$ cat config.mk
export PLATFORM = sky130hd
export DESIGN_NAME = ysyx_040066_mem_arbiter
export DESIGN_NICKNAME = d
export VERILOG_FILES = /design/src/rtl/ysyx_040066_mem_arbiter.sv
export SDC_FILE = /design/constraint.sdc
export NUM_CORES = 1
export LEC_CHECK = 0
export CORE_AREA = 5 5 181 183
export DETAILED_ROUTE_END_ITERATION = 7
export DIE_AREA = 0 0 186 188
export GPL_TIMING_DRIVEN = 0
export SETUP_SLACK_MARGIN = 0.15
export SYNTH_ARGS = -nofsm -noshare
export SYNTH_HDL_FRONTEND = slang
export SYNTH_SLANG_ARGS = --single-unit
$ cat constraint.sdc
create_clock -name clk -period 3.8 [get_ports clk]
set_input_delay 1.14 -clock clk [delete_from_list [all_inputs] [get_ports clk]]
set_output_delay 1.14 -clock clk [all_outputs]
set_load 0.01 [all_outputs]
$ cat src/rtl/ysyx_040066_mem_arbiter.sv
// Two-master (IF, LSU) to one memory port arbiter. LSU wins by default; a starvation counter forces IF through.
// Optional WAIT timeout is enabled with `define YSYX_040066_ARB_TIMEOUT_EN.
module ysyx_040066_mem_arbiter #(
    parameter int AW           = 64,
    parameter int DW           = 64,
    parameter int STARVE_LIMIT = 4,
    parameter int TIMEOUT      = 255
) (
    input  logic            clk,
    input  logic            rst,
    input  logic            if_valid,
    input  logic [AW-1:0]   if_addr,
    output logic            if_ready,
    output logic            if_rsp_valid,
    input  logic            lsu_valid,
    input  logic [AW-1:0]   lsu_addr,
    input  logic            lsu_wr,
    input  logic [DW-1:0]   lsu_wdata,
    input  logic [DW/8-1:0] lsu_wmask,
    output logic            lsu_ready,
    output logic            lsu_rsp_valid,
    output logic [DW-1:0]   rsp_rdata,
    output logic            rsp_error,
    output logic            mem_req_valid,
    input  logic            mem_req_ready,
    output logic [AW-1:0]   mem_addr,
    output logic            mem_wr,
    output logic [DW-1:0]   mem_wdata,
    output logic [DW/8-1:0] mem_wmask,
    input  logic            mem_rsp_valid,
    input  logic [DW-1:0]   mem_rdata,
    input  logic            mem_error
);

    typedef enum logic [1:0] {IDLE, REQ, WAIT, RESP} state_t;

    localparam logic [3:0] STARVE_MAX = 4'(STARVE_LIMIT);

    state_t            state_q;
    logic              owner_lsu_q;
    logic [3:0]        starve_q, starve_d;
    logic [AW-1:0]     addr_q;
    logic              wr_q;
    logic [DW-1:0]     wdata_q;
    logic [DW/8-1:0]   wmask_q;
    logic              req_valid_q;
    logic              if_rsp_q, lsu_rsp_q;
    logic [DW-1:0]     rdata_q;
    logic              error_q;

`ifdef YSYX_040066_ARB_TIMEOUT_EN
    localparam int TW = $clog2(TIMEOUT + 1);
    localparam logic [TW-1:0] TMO_LAST = TW'(TIMEOUT - 1);
    logic [TW-1:0]     tmo_q;
`endif

    logic starved, grant_if, grant_lsu;

    // Once LSU has won STARVE_LIMIT times in a row over a waiting IF, IF takes the next slot.
    assign starved   = (starve_q == STARVE_MAX);
    assign grant_if  = (state_q == IDLE) && if_valid && (starved || !lsu_valid);
    assign grant_lsu = (state_q == IDLE) && lsu_valid && !(starved && if_valid);

    always_comb begin
        starve_d = starve_q;
        if (grant_if) begin
            starve_d = '0;
        end else if (grant_lsu && if_valid && !starved) begin
            starve_d = starve_q + 4'd1;
        end
    end

    always_ff @(posedge clk) begin
        if (rst) begin
            state_q     <= IDLE;
            owner_lsu_q <= 1'b0;
            starve_q    <= '0;
            addr_q      <= '0;
            wr_q        <= 1'b0;
            wdata_q     <= '0;
            wmask_q     <= '0;
            req_valid_q <= 1'b0;
            if_rsp_q    <= 1'b0;
            lsu_rsp_q   <= 1'b0;
            rdata_q     <= '0;
            error_q     <= 1'b0;
`ifdef YSYX_040066_ARB_TIMEOUT_EN
            tmo_q       <= '0;
`endif
        end else begin
            starve_q  <= starve_d;
            if_rsp_q  <= 1'b0;
            lsu_rsp_q <= 1'b0;
            case (state_q)
                IDLE: begin
                    if (grant_lsu) begin
                        owner_lsu_q <= 1'b1;
                        addr_q      <= lsu_addr;
                        wr_q        <= lsu_wr;
                        wdata_q     <= lsu_wdata;
                        wmask_q     <= lsu_wmask;
                        req_valid_q <= 1'b1;
                        state_q     <= REQ;
                    end else if (grant_if) begin
                        owner_lsu_q <= 1'b0;
                        addr_q      <= if_addr;
                        wr_q        <= 1'b0;
                        wdata_q     <= '0;
                        wmask_q     <= '0;
                        req_valid_q <= 1'b1;
                        state_q     <= REQ;
                    end
                end
                REQ: begin
                    if (mem_req_ready) begin
                        req_valid_q <= 1'b0;
                        state_q     <= WAIT;
`ifdef YSYX_040066_ARB_TIMEOUT_EN
                        tmo_q       <= '0;
`endif
                    end
                end
                WAIT: begin
                    if (mem_rsp_valid) begin
                        rdata_q   <= mem_rdata;
                        error_q   <= mem_error;
                        lsu_rsp_q <= owner_lsu_q;
                        if_rsp_q  <= !owner_lsu_q;
                        state_q   <= RESP;
                    end
`ifdef YSYX_040066_ARB_TIMEOUT_EN
                    // Give up after TIMEOUT WAIT cycles and report an error to the owner.
                    else if (tmo_q == TMO_LAST) begin
                        rdata_q   <= '0;
                        error_q   <= 1'b1;
                        lsu_rsp_q <= owner_lsu_q;
                        if_rsp_q  <= !owner_lsu_q;
                        state_q   <= RESP;
                    end else begin
                        tmo_q <= tmo_q + 1'b1;
                    end
`endif
                end
                RESP: begin
                    state_q <= IDLE;
                end
                default: begin
                    state_q <= IDLE;
                end
            endcase
        end
    end

    assign if_ready      = grant_if;
    assign lsu_ready     = grant_lsu;
    assign if_rsp_valid  = if_rsp_q;
    assign lsu_rsp_valid = lsu_rsp_q;
    assign rsp_rdata     = rdata_q;
    assign rsp_error     = error_q;
    assign mem_req_valid = req_valid_q;
    assign mem_addr      = addr_q;
    assign mem_wr        = wr_q;
    assign mem_wdata     = wdata_q;
    assign mem_wmask     = wmask_q;

endmodule

==> impl_metrics.env, run 1 <==
export IMPL_h_tree_depth=1
export IMPL_initial_core_util_pct=26.58
export IMPL_first_global_vias=9511
export IMPL_design_area_mm2=0.01445
export IMPL_hold_path_class="flop to flop"
export IMPL_worst_clock_skew_ps=7.265
export IMPL_drt_first_pass_iters=5
export IMPL_antenna_left=0
export IMPL_ir_drop_mv=0.4152
export IMPL_reg2reg_from="state_q[0]"
export IMPL_p_per_area_mw_per_mm2=659.0
export IMPL_timing_fmax_mhz=283.9
export IMPL_whs_ps=453.8
export IMPL_path_clk_slew_ps=60
export IMPL_core_area_mm2=0.03107
export IMPL_synth_edf_count=0
export IMPL_crit_chain="clkdlybuf4s50_1 -> buf_2 -> a21oi_1 -> dlygate4sd2_1"
export IMPL_syn_area_mm2=0.008257
export IMPL_clkSinkCount=212
export IMPL_mostFrequentLayoutCells="clkdlybuf4s50_1 (474), dfxtp_1 (212), nand2_1 (137)"
export IMPL_cp_end_kind="primary output"
export IMPL_syn_nets=1246
export IMPL_antenna_found_initial=1
export IMPL_ctsHoldBuffers=0
export IMPL_drv_slew=0
export IMPL_fillers=3059
export IMPL_p_leak_nw=5.071
export IMPL_critical_path_slowest_cell="clkdlybuf4s50_1"
export IMPL_cp_startpoint="lsu_valid"
export IMPL_grtUsageTotal_pct=20.60
export IMPL_seqCellArea_mm2=0.004244
export IMPL_drt_iter0_markers=421
export IMPL_worst_skew_pair_late_latency_ps=520
export IMPL_cpPeakStageDelay_ps=440
export IMPL_whs_path_depth=2
export IMPL_cp_arrival_ps=2380
export IMPL_placed_area_mm2=0.01353
export IMPL_ys_warn_count=0
export IMPL_drive_above_1_share_pct=6.103
export IMPL_gr_total_overflow=0
export IMPL_wl_per_cell_um=20.53
export IMPL_io_buffers=477
export IMPL_num_vias=9353
export IMPL_worstSetupPathType="input port to primary output"
export IMPL_outcome="finished clean"
export IMPL_grt_pass1_wl_mm=56.78
export IMPL_synthArstFlopShare_pct=0
export IMPL_final_setup_viol_count=0
export IMPL_stdcell_count=1894
export IMPL_final_common_cell="clkdlybuf4s50_1"
export IMPL_final_nets=1750
export IMPL_cts_root_buf="clkbuf_16"
export IMPL_cts_tree="done"
export IMPL_tightestPinTransition_ps=991.6
export IMPL_wirelength_mm=38.89
export IMPL_relSlewSlack_pct=33.45
export IMPL_grt_max_degree=20
export IMPL_syn_inst=969
export IMPL_drv_cap=0
export IMPL_finalCritPeriodShare_pct=92.71
export IMPL_critPathMaxFanout=10
export IMPL_io_pins=479
export IMPL_drc_errors=0
export IMPL_cp_start_kind="input port"
export IMPL_hold_viol=0
export IMPL_synth_main_ff_cell="dfxtp_1"
export IMPL_placedCellCount=1848
export IMPL_period_minus_slack_ps=3523
export IMPL_num_rows=65
export IMPL_avgSynthCellArea_um2=8.521
export IMPL_gp_congestion=0.8615
export IMPL_required_ps=2660
export IMPL_tns_ps=0
export IMPL_reg2reg_depth=8
export IMPL_dieWidth_um=186
export IMPL_viasPerCell=4.938
export IMPL_ys_seq_area_share_pct=51.40
export IMPL_cts_inserted_buffers=26
export IMPL_rsz0062_at_grt="false"
export IMPL_synth_cell_types=35
export IMPL_cts_resized=4
export IMPL_multiInputGateArea_mm2=0.003550
export IMPL_dp_hpwl_mm=29.67
export IMPL_die_area_mm2=0.03497
export IMPL_area_growth_pct=75.00
export IMPL_post_cts_buffers=0
export IMPL_clockBufferDepth=3
export IMPL_ys_ff_latch=212
export IMPL_hold_start="rsp_rdata[14]"
export IMPL_die_y_um=188
path summary, 6_finish.rpt:
| check | endpoint | slack, ps |
|---|---|---|
| setup / recovery | if_ready | 280 |
| setup reg to reg | mem_wdata[28] | 1660 |
| hold / removal | rsp_rdata[14] | 450 |
| hold reg to reg | rsp_rdata[14] | 450 |
registers in the layout, indices dropped and copies added, names as in the netlist, 2 cells and up:
signal and flops:
starve_q 4, mem_wdata 64, mem_addr 64, rsp_rdata 64
state_q 2, mem_wmask 8
cell usage after synthesis, drive strengths merged, types with 3 or more instances:
master / instances / area share, %
nor2b: 3 / 0.23
ha: 5 / 0.76
a311oi: 48 / 5.8
nor2: 123 / 5.6
dfxtp: 212 / 51
buf: 42 / 2.5
nand4: 4 / 0.30
a32oi: 73 / 7.7
a31oi: 17 / 1.3
a21oi: 85 / 5.2
o21ai: 82 / 5.0
nand3: 49 / 3.0
inv: 6 / 0.27
nand2: 137 / 6.2
clkbuf: 62 / 2.8
and2: 3 / 0.23
metal layers:
metal	global-route usage (%)	wire length, um	vias up
met5	0	0	-
met4	6.250	1232	0
met2	35.95	18810	381
met3	7.255	3782	67
met1	23.51	15060	4392
li1	-	-	4513
power breakdown:
| part | total, mW | switching (mW) | internal (mW) |
|---|---|---|---|
| sequential | 3.06 | 0.296 | 2.76 |
| combinational | 3.82 | 2.02 | 1.80 |
| clock | 2.64 | 0.997 | 1.65 |
logic make-up after synthesis:
| family | Yosys count | synth area share, % |
|---|---|---|
| AND/OR/NAND/NOR | 329 | 16.49 |
| AO/OA/AOI/OAI | 313 | 25.75 |
| flip-flops | 212 | 51.40 |
| buffers and inverters | 110 | 5.607 |
| adder cells (fa/ha/maj) | 5 | 0.7577 |
layout make-up:
type | instances | share of cell area [%]
well taps | 402 | 3.481
repair buffers | 477 | 33.02
multi-input cells | 647 | 24.57
clock inverters | 9 | 0.8659
plain buffers | 103 | 3.031
flip-flops and latches | 212 | 29.37
diodes | 1 | 0.01732
clock buffers | 37 | 5.490
inverters | 6 | 0.1559
stage by stage:
| step | setup WS [ps] | util [%] | power [mW] |
|---|---|---|---|
| 3_3_place_gp | -521.4 | 43.56 | 6.897 |
| 2_1_floorplan | 827.4 | - | 4.922 |
| 3_5_place_dp | -536.9 | 43.56 | 6.939 |
| 6_report | 277.1 | 46.51 | 9.521 |
| 4_1_cts | 207.8 | 46.50 | 9.622 |
| 5_1_grt | 151.1 | 46.51 | 10.06 |
critical path: cells and delay by family:
kind	cells	cell delay, ps
buffers and inverters	3	1030
AO/OA/AOI/OAI	1	220
(Power assumes the default switching activity.)
==> run 2: changes to the inputs <==
Settings changed: PLACE_DENSITY from default to 0.71.
==> run 2 against run 1 <==
Effect of this change: wire length decreased by 2.1%; count of clock-buffer cells in the layout shrank 3; global-route usage is 0.41 points lower; die area did not move; first-iteration DRC count is 18% higher; setup slack better by 51 ps; maximum frequency increased by 1.5%; power fell by 0.75%; critical path type unchanged; largest cell class unchanged; final cell count grew 0.16%; highest routed layer unchanged.
==> impl_metrics.env, run 2 (synthesized netlist as in run 1, its figures left out) <==
export IMPL_first_global_vias=9462
export IMPL_grt_pass1_wl_mm=55.97
export IMPL_die_area_mm2=0.03497
export IMPL_drive_above_1_share_pct=6.095
export IMPL_dieWidth_um=186
export IMPL_required_ps=2660
export IMPL_clockBufferDepth=3
export IMPL_seqCellArea_mm2=0.004244
export IMPL_path_clk_slew_ps=60
export IMPL_h_tree_depth=1
export IMPL_num_rows=65
export IMPL_period_minus_slack_ps=3472
export IMPL_p_total_mw=9.450
export IMPL_mostFrequentLayoutCells="clkdlybuf4s50_1 (474), dfxtp_1 (212), nand2_1 (137)"
export IMPL_ctsHoldBuffers=0
export IMPL_antenna_found_initial=2
export IMPL_seqPwrFrac_pct=32.5
export IMPL_p_comb_share_pct=40.4
export IMPL_gr_total_overflow=0
export IMPL_viasPerCell=4.985
export IMPL_core_area_mm2=0.03107
export IMPL_outcome="finished clean"
export IMPL_critPathMaxFanout=10
export IMPL_die_y_um=188
export IMPL_wl_per_cell_um=20.07
export IMPL_drt_iter0_markers=498
export IMPL_ir_drop_mv=0.5535
export IMPL_drv_cap=0
export IMPL_drt_first_pass_iters=5
export IMPL_final_nets=1750
export IMPL_cp_arrival_ps=2330
export IMPL_initial_core_util_pct=26.58
export IMPL_hold_path_class="flop to flop"
export IMPL_power_net_switching_mw=3.323
export IMPL_area_growth_pct=74.71
export IMPL_rsz0062_at_grt="false"
export IMPL_cts_tree="done"
export IMPL_timing_fmax_mhz=288.0
export IMPL_worst_skew_pair_late_latency_ps=530
export IMPL_finalCritPeriodShare_pct=91.37
export IMPL_p_leak_nw=5.063
export IMPL_io_buffers=477
export IMPL_clkPwrFrac_pct=27.1
export IMPL_drv_slew=0
export IMPL_tightestPinTransition_ps=1021
export IMPL_cp_end_kind="primary output"
export IMPL_relSlewSlack_pct=31.49
export IMPL_post_cts_buffers=0
export IMPL_tns_ps=0
export IMPL_antenna_left=0
export IMPL_power_internal_mw=6.126
export IMPL_worst_clock_skew_ps=15.04
export IMPL_drc_errors=0
export IMPL_wirelength_mm=38.07
export IMPL_num_vias=9457
export IMPL_final_common_cell="clkdlybuf4s50_1"
export IMPL_gp_congestion=0.8572
export IMPL_clkSinkCount=212
export IMPL_cts_root_buf="clkbuf_16"
export IMPL_cp_start_kind="input port"
export IMPL_fillers=2942
export IMPL_final_setup_viol_count=0
export IMPL_grtUsageTotal_pct=20.19
export IMPL_p_per_area_mw_per_mm2=655.1
export IMPL_worstSetupPathType="input port to primary output"
export IMPL_cts_inserted_buffers=26
export IMPL_multiInputGateArea_mm2=0.003550
export IMPL_hold_viol=0
export IMPL_dp_hpwl_mm=29.16
export IMPL_swShare_pct=35.17
export IMPL_grt_max_degree=20
export IMPL_io_pins=479
[run 2: worst max-delay path, cell delays in order]
cell and delay, ps:
clkdlybuf4s50_1 450, buf_2 200, a21oi_1 140, dlygate4sd2_1 400
[run 2: repair_timing]
item,in CTS,in global routing
setup endpoints to repair,2,1
gates resized for setup,3,2
hold endpoints to repair,0,0
[run 2: final timing paths]
kind / startpoint / endpoint / slack (ps) / cells past startpoint
hold reg to reg: rsp_rdata[15] / rsp_rdata[15] / 450 / 2
setup / recovery: lsu_valid / if_ready / 330 / 4
hold / removal: rsp_rdata[15] / rsp_rdata[15] / 450 / 2
setup reg to reg: starve_q[0] / mem_addr[15] / 1540 / 7
[run 2: per-stage QoR]
step | cells | utilization [%] | instance area [um2] | hold WS [ps] | worst slack (ps)
2_1_floorplan | 969 | - | 8257 | 417.2 | 827.4
5_1_grt | 1896 | 46.42 | 14420 | 466.2 | 259.9
4_1_cts | 1895 | 46.41 | 14420 | 454.5 | 23.19
3_3_place_gp | 1848 | 43.56 | 13530 | 442.0 | -545.3
3_5_place_dp | 1848 | 43.56 | 13530 | 446.5 | -512.8
6_report | 1897 | 46.43 | 14430 | 452.9 | 328.0
[run 2: per-layer routing]
layer  GRT usage (%)  up-vias  wire length (um)  share of wire [%]
met2           34.90      438             18570                 49
met1           23.46     4431             14370                 38
li1                -     4508                 -                  -
met5               0        -                 0                  0
met3           6.188       80              3614                9.5
met4           7.147        0              1504                4.0
[run 2: power groups by stage]
stage / Clock, mW / Combinational (mW) / Sequential (mW)
4_1_cts: 2.62 / 3.84 / 3.06
2_1_floorplan: 0 / 1.62 / 3.30
3_5_place_dp: 0 / 3.83 / 3.10
6_report: 2.56 / 3.82 / 3.07
5_1_grt: 2.71 / 4.13 / 3.12
3_3_place_gp: 0 / 3.78 / 3.08
[run 2: final cells by class]
| cell class | count | area share, % |
|---|---|---|
| Antenna cell | 2 | 0.03470 |
| Tap cell | 402 | 3.487 |
| Clock inverter | 14 | 1.084 |
| Buffer | 103 | 3.036 |
| Clock buffer | 34 | 5.074 |
| Timing Repair Buffer | 477 | 33.10 |
| Multi-Input combinational cell | 647 | 24.61 |
| Sequential cell | 212 | 29.42 |
| Inverter | 6 | 0.1561 |
==> run 3: changes to the inputs <==
--- a/config.mk
+++ b/config.mk
@@ -7,7 +7,8 @@
 export LEC_CHECK = 0
-export CORE_AREA = 5 5 181 183
+export CAP_MARGIN = 10
+export CORE_AREA = 2 2 189 191
 export DETAILED_ROUTE_END_ITERATION = 7
-export DIE_AREA = 0 0 186 188
+export DIE_AREA = 0 0 191 193
 export GPL_TIMING_DRIVEN = 0
-export PLACE_DENSITY = 0.71
+export PLACE_DENSITY = 0.66
 export SETUP_SLACK_MARGIN = 0.15
==> constraint.sdc (replaced) <==
create_clock -name clk -period 3.8 [get_ports clk]
set_input_delay 0.76 -clock clk [delete_from_list [all_inputs] [get_ports clk]]
set_output_delay 0.76 -clock clk [all_outputs]
set_load 0.01 [all_outputs]
==> run 3 against run 2 <==
Effect of this change: sequential power is essentially flat; first-iteration DRC count shrank 16%; sequential share of layout area rose by 0.059 points; final cell count increased by 2.8%; via count fell by 0.31%; core utilization is 5.3 points lower; global-route usage down 1.3 points; clock power is 8.6% lower; worst hold slack gained 1.3 ps; critical path type unchanged.
==> impl_metrics.env, run 3 (synthesized netlist as in run 1, its figures left out) <==
export IMPL_worstSetupPathType="input port to primary output"
export IMPL_gr_total_overflow=0
export IMPL_design_area_mm2=0.01440
export IMPL_wl_per_cell_um=19.04
export IMPL_cts_resized=0
export IMPL_drv_cap=0
export IMPL_finalCritPeriodShare_pct=92.46
export IMPL_critical_path_slowest_cell="clkdlybuf4s50_1"
export IMPL_antenna_found_initial=1
export IMPL_io_buffers=477
export IMPL_placedCellCount=1907
export IMPL_tns_ps=0
export IMPL_dp_hpwl_mm=28.28
export IMPL_place_ws_ps=280.8
export IMPL_h_tree_depth=1
export IMPL_drt_iter0_markers=419
export IMPL_cp_arrival_ps=2750
export IMPL_timing_fmax_mhz=284.6
export IMPL_final_core_utilization_pct=41.17
export IMPL_placed_area_mm2=0.01361
export IMPL_hold_viol=0
export IMPL_cts_root_buf="clkbuf_16"
export IMPL_ir_drop_mv=0.3428
export IMPL_drt_first_pass_iters=6
export IMPL_viasPerCell=4.832
export IMPL_grt_max_degree=13
export IMPL_crit_path_frequent_cell="clkdlybuf4s50_1"
export IMPL_final_nets=1750
export IMPL_io_pins=479
export IMPL_post_cts_buffers=0
export IMPL_p_total_mw=9.230
export IMPL_antenna_left=0
export IMPL_die_y_um=193
export IMPL_relSlewSlack_pct=27.77
export IMPL_whs_ps=454.2
export IMPL_wirelength_mm=37.15
export IMPL_first_global_vias=9337
export IMPL_drc_errors=0
export IMPL_rsz0062_at_grt="false"
export IMPL_grt_pass1_wl_mm=53.94
export IMPL_stdcell_count=1951
export IMPL_worst_clock_skew_ps=25.23
export IMPL_cts_inserted_buffers=25
export IMPL_setup_ws_ps=286.4
export IMPL_required_ps=3040
export IMPL_gp_congestion=0.8886
export IMPL_dieWidth_um=191
export IMPL_tightestPinTransition_ps=1076
export IMPL_hold_path_class="flop to flop"
export IMPL_area_growth_pct=74.36
export IMPL_clkSinkCount=212
export IMPL_final_common_cell="clkdlybuf4s50_1"
export IMPL_drv_slew=0
export IMPL_cp_end_kind="primary output"
export IMPL_drive_above_1_share_pct=5.507
export IMPL_num_vias=9428
export IMPL_cts_tree="done"
export IMPL_p_leak_nw=4.994
export IMPL_grtUsageTotal_pct=18.84
export IMPL_critPathMaxFanout=10
export IMPL_period_minus_slack_ps=3514
export IMPL_path_clk_slew_ps=60
export IMPL_clockBufferDepth=3
export IMPL_core_area_mm2=0.03496
export IMPL_final_setup_viol_count=0
export IMPL_crit_chain="clkdlybuf4s50_1 -> and4b_1 -> buf_4 -> clkbuf_1 -> nor2_1 -> clkdlybuf4s50_1"
export IMPL_worst_skew_pair_late_latency_ps=540
export IMPL_outcome="finished clean"
export IMPL_mostFrequentLayoutCells="clkdlybuf4s50_1 (477), dfxtp_1 (212), nand2_1 (137)"
export IMPL_cpPeakStageDelay_ps=610
export IMPL_initial_core_util_pct=23.61
export IMPL_cp_start_kind="input port"
export IMPL_p_per_area_mw_per_mm2=641.1
export IMPL_die_area_mm2=0.03686
export IMPL_num_rows=69
export IMPL_ctsHoldBuffers=0
## run 3: layout make-up
cell class,instances,area (um2)
antenna,1,2.502
buffer,104,440.4
clock buffer,37,720.7
clock inverter,6,65.06
fill,3504,20570
inverter,6,22.52
multi-input combinational,647,3550
sequential,212,4244
tap,461,576.8
timing repair buffer,477,4775
## run 3: final timing paths
path | startpoint | end | slack, ps | cells after the start
setup / recovery | if_valid | lsu_ready | 290 | 6
hold / removal | rsp_rdata[9] | rsp_rdata[9] | 450 | 2
setup reg to reg | state_q[1] | mem_addr[32] | 1610 | 8
hold reg to reg | rsp_rdata[9] | rsp_rdata[9] | 450 | 2
## run 3: routing by layer
metal | share of wire [%] | global-route usage [%]
met3 | 9.4 | 5.575
met4 | 3.0 | 6.470
met1 | 40 | 22.21
met5 | 0 | 0
met2 | 48 | 32.61
## run 3: critical path: cells and delay by family
family                 cells  cell delay (ps)
buffers and inverters      4             1630
and+or+nand+nor            2              350
## run 3: where the power goes
group          leakage [nW]  switching (mW)  total [mW]  internal, mW
Clock                 0.383           0.965        2.34          1.37
Sequential             1.74           0.290        3.05          2.76
Combinational          2.87            2.03        3.84          1.81
Total                  4.99            3.29        9.23          5.94
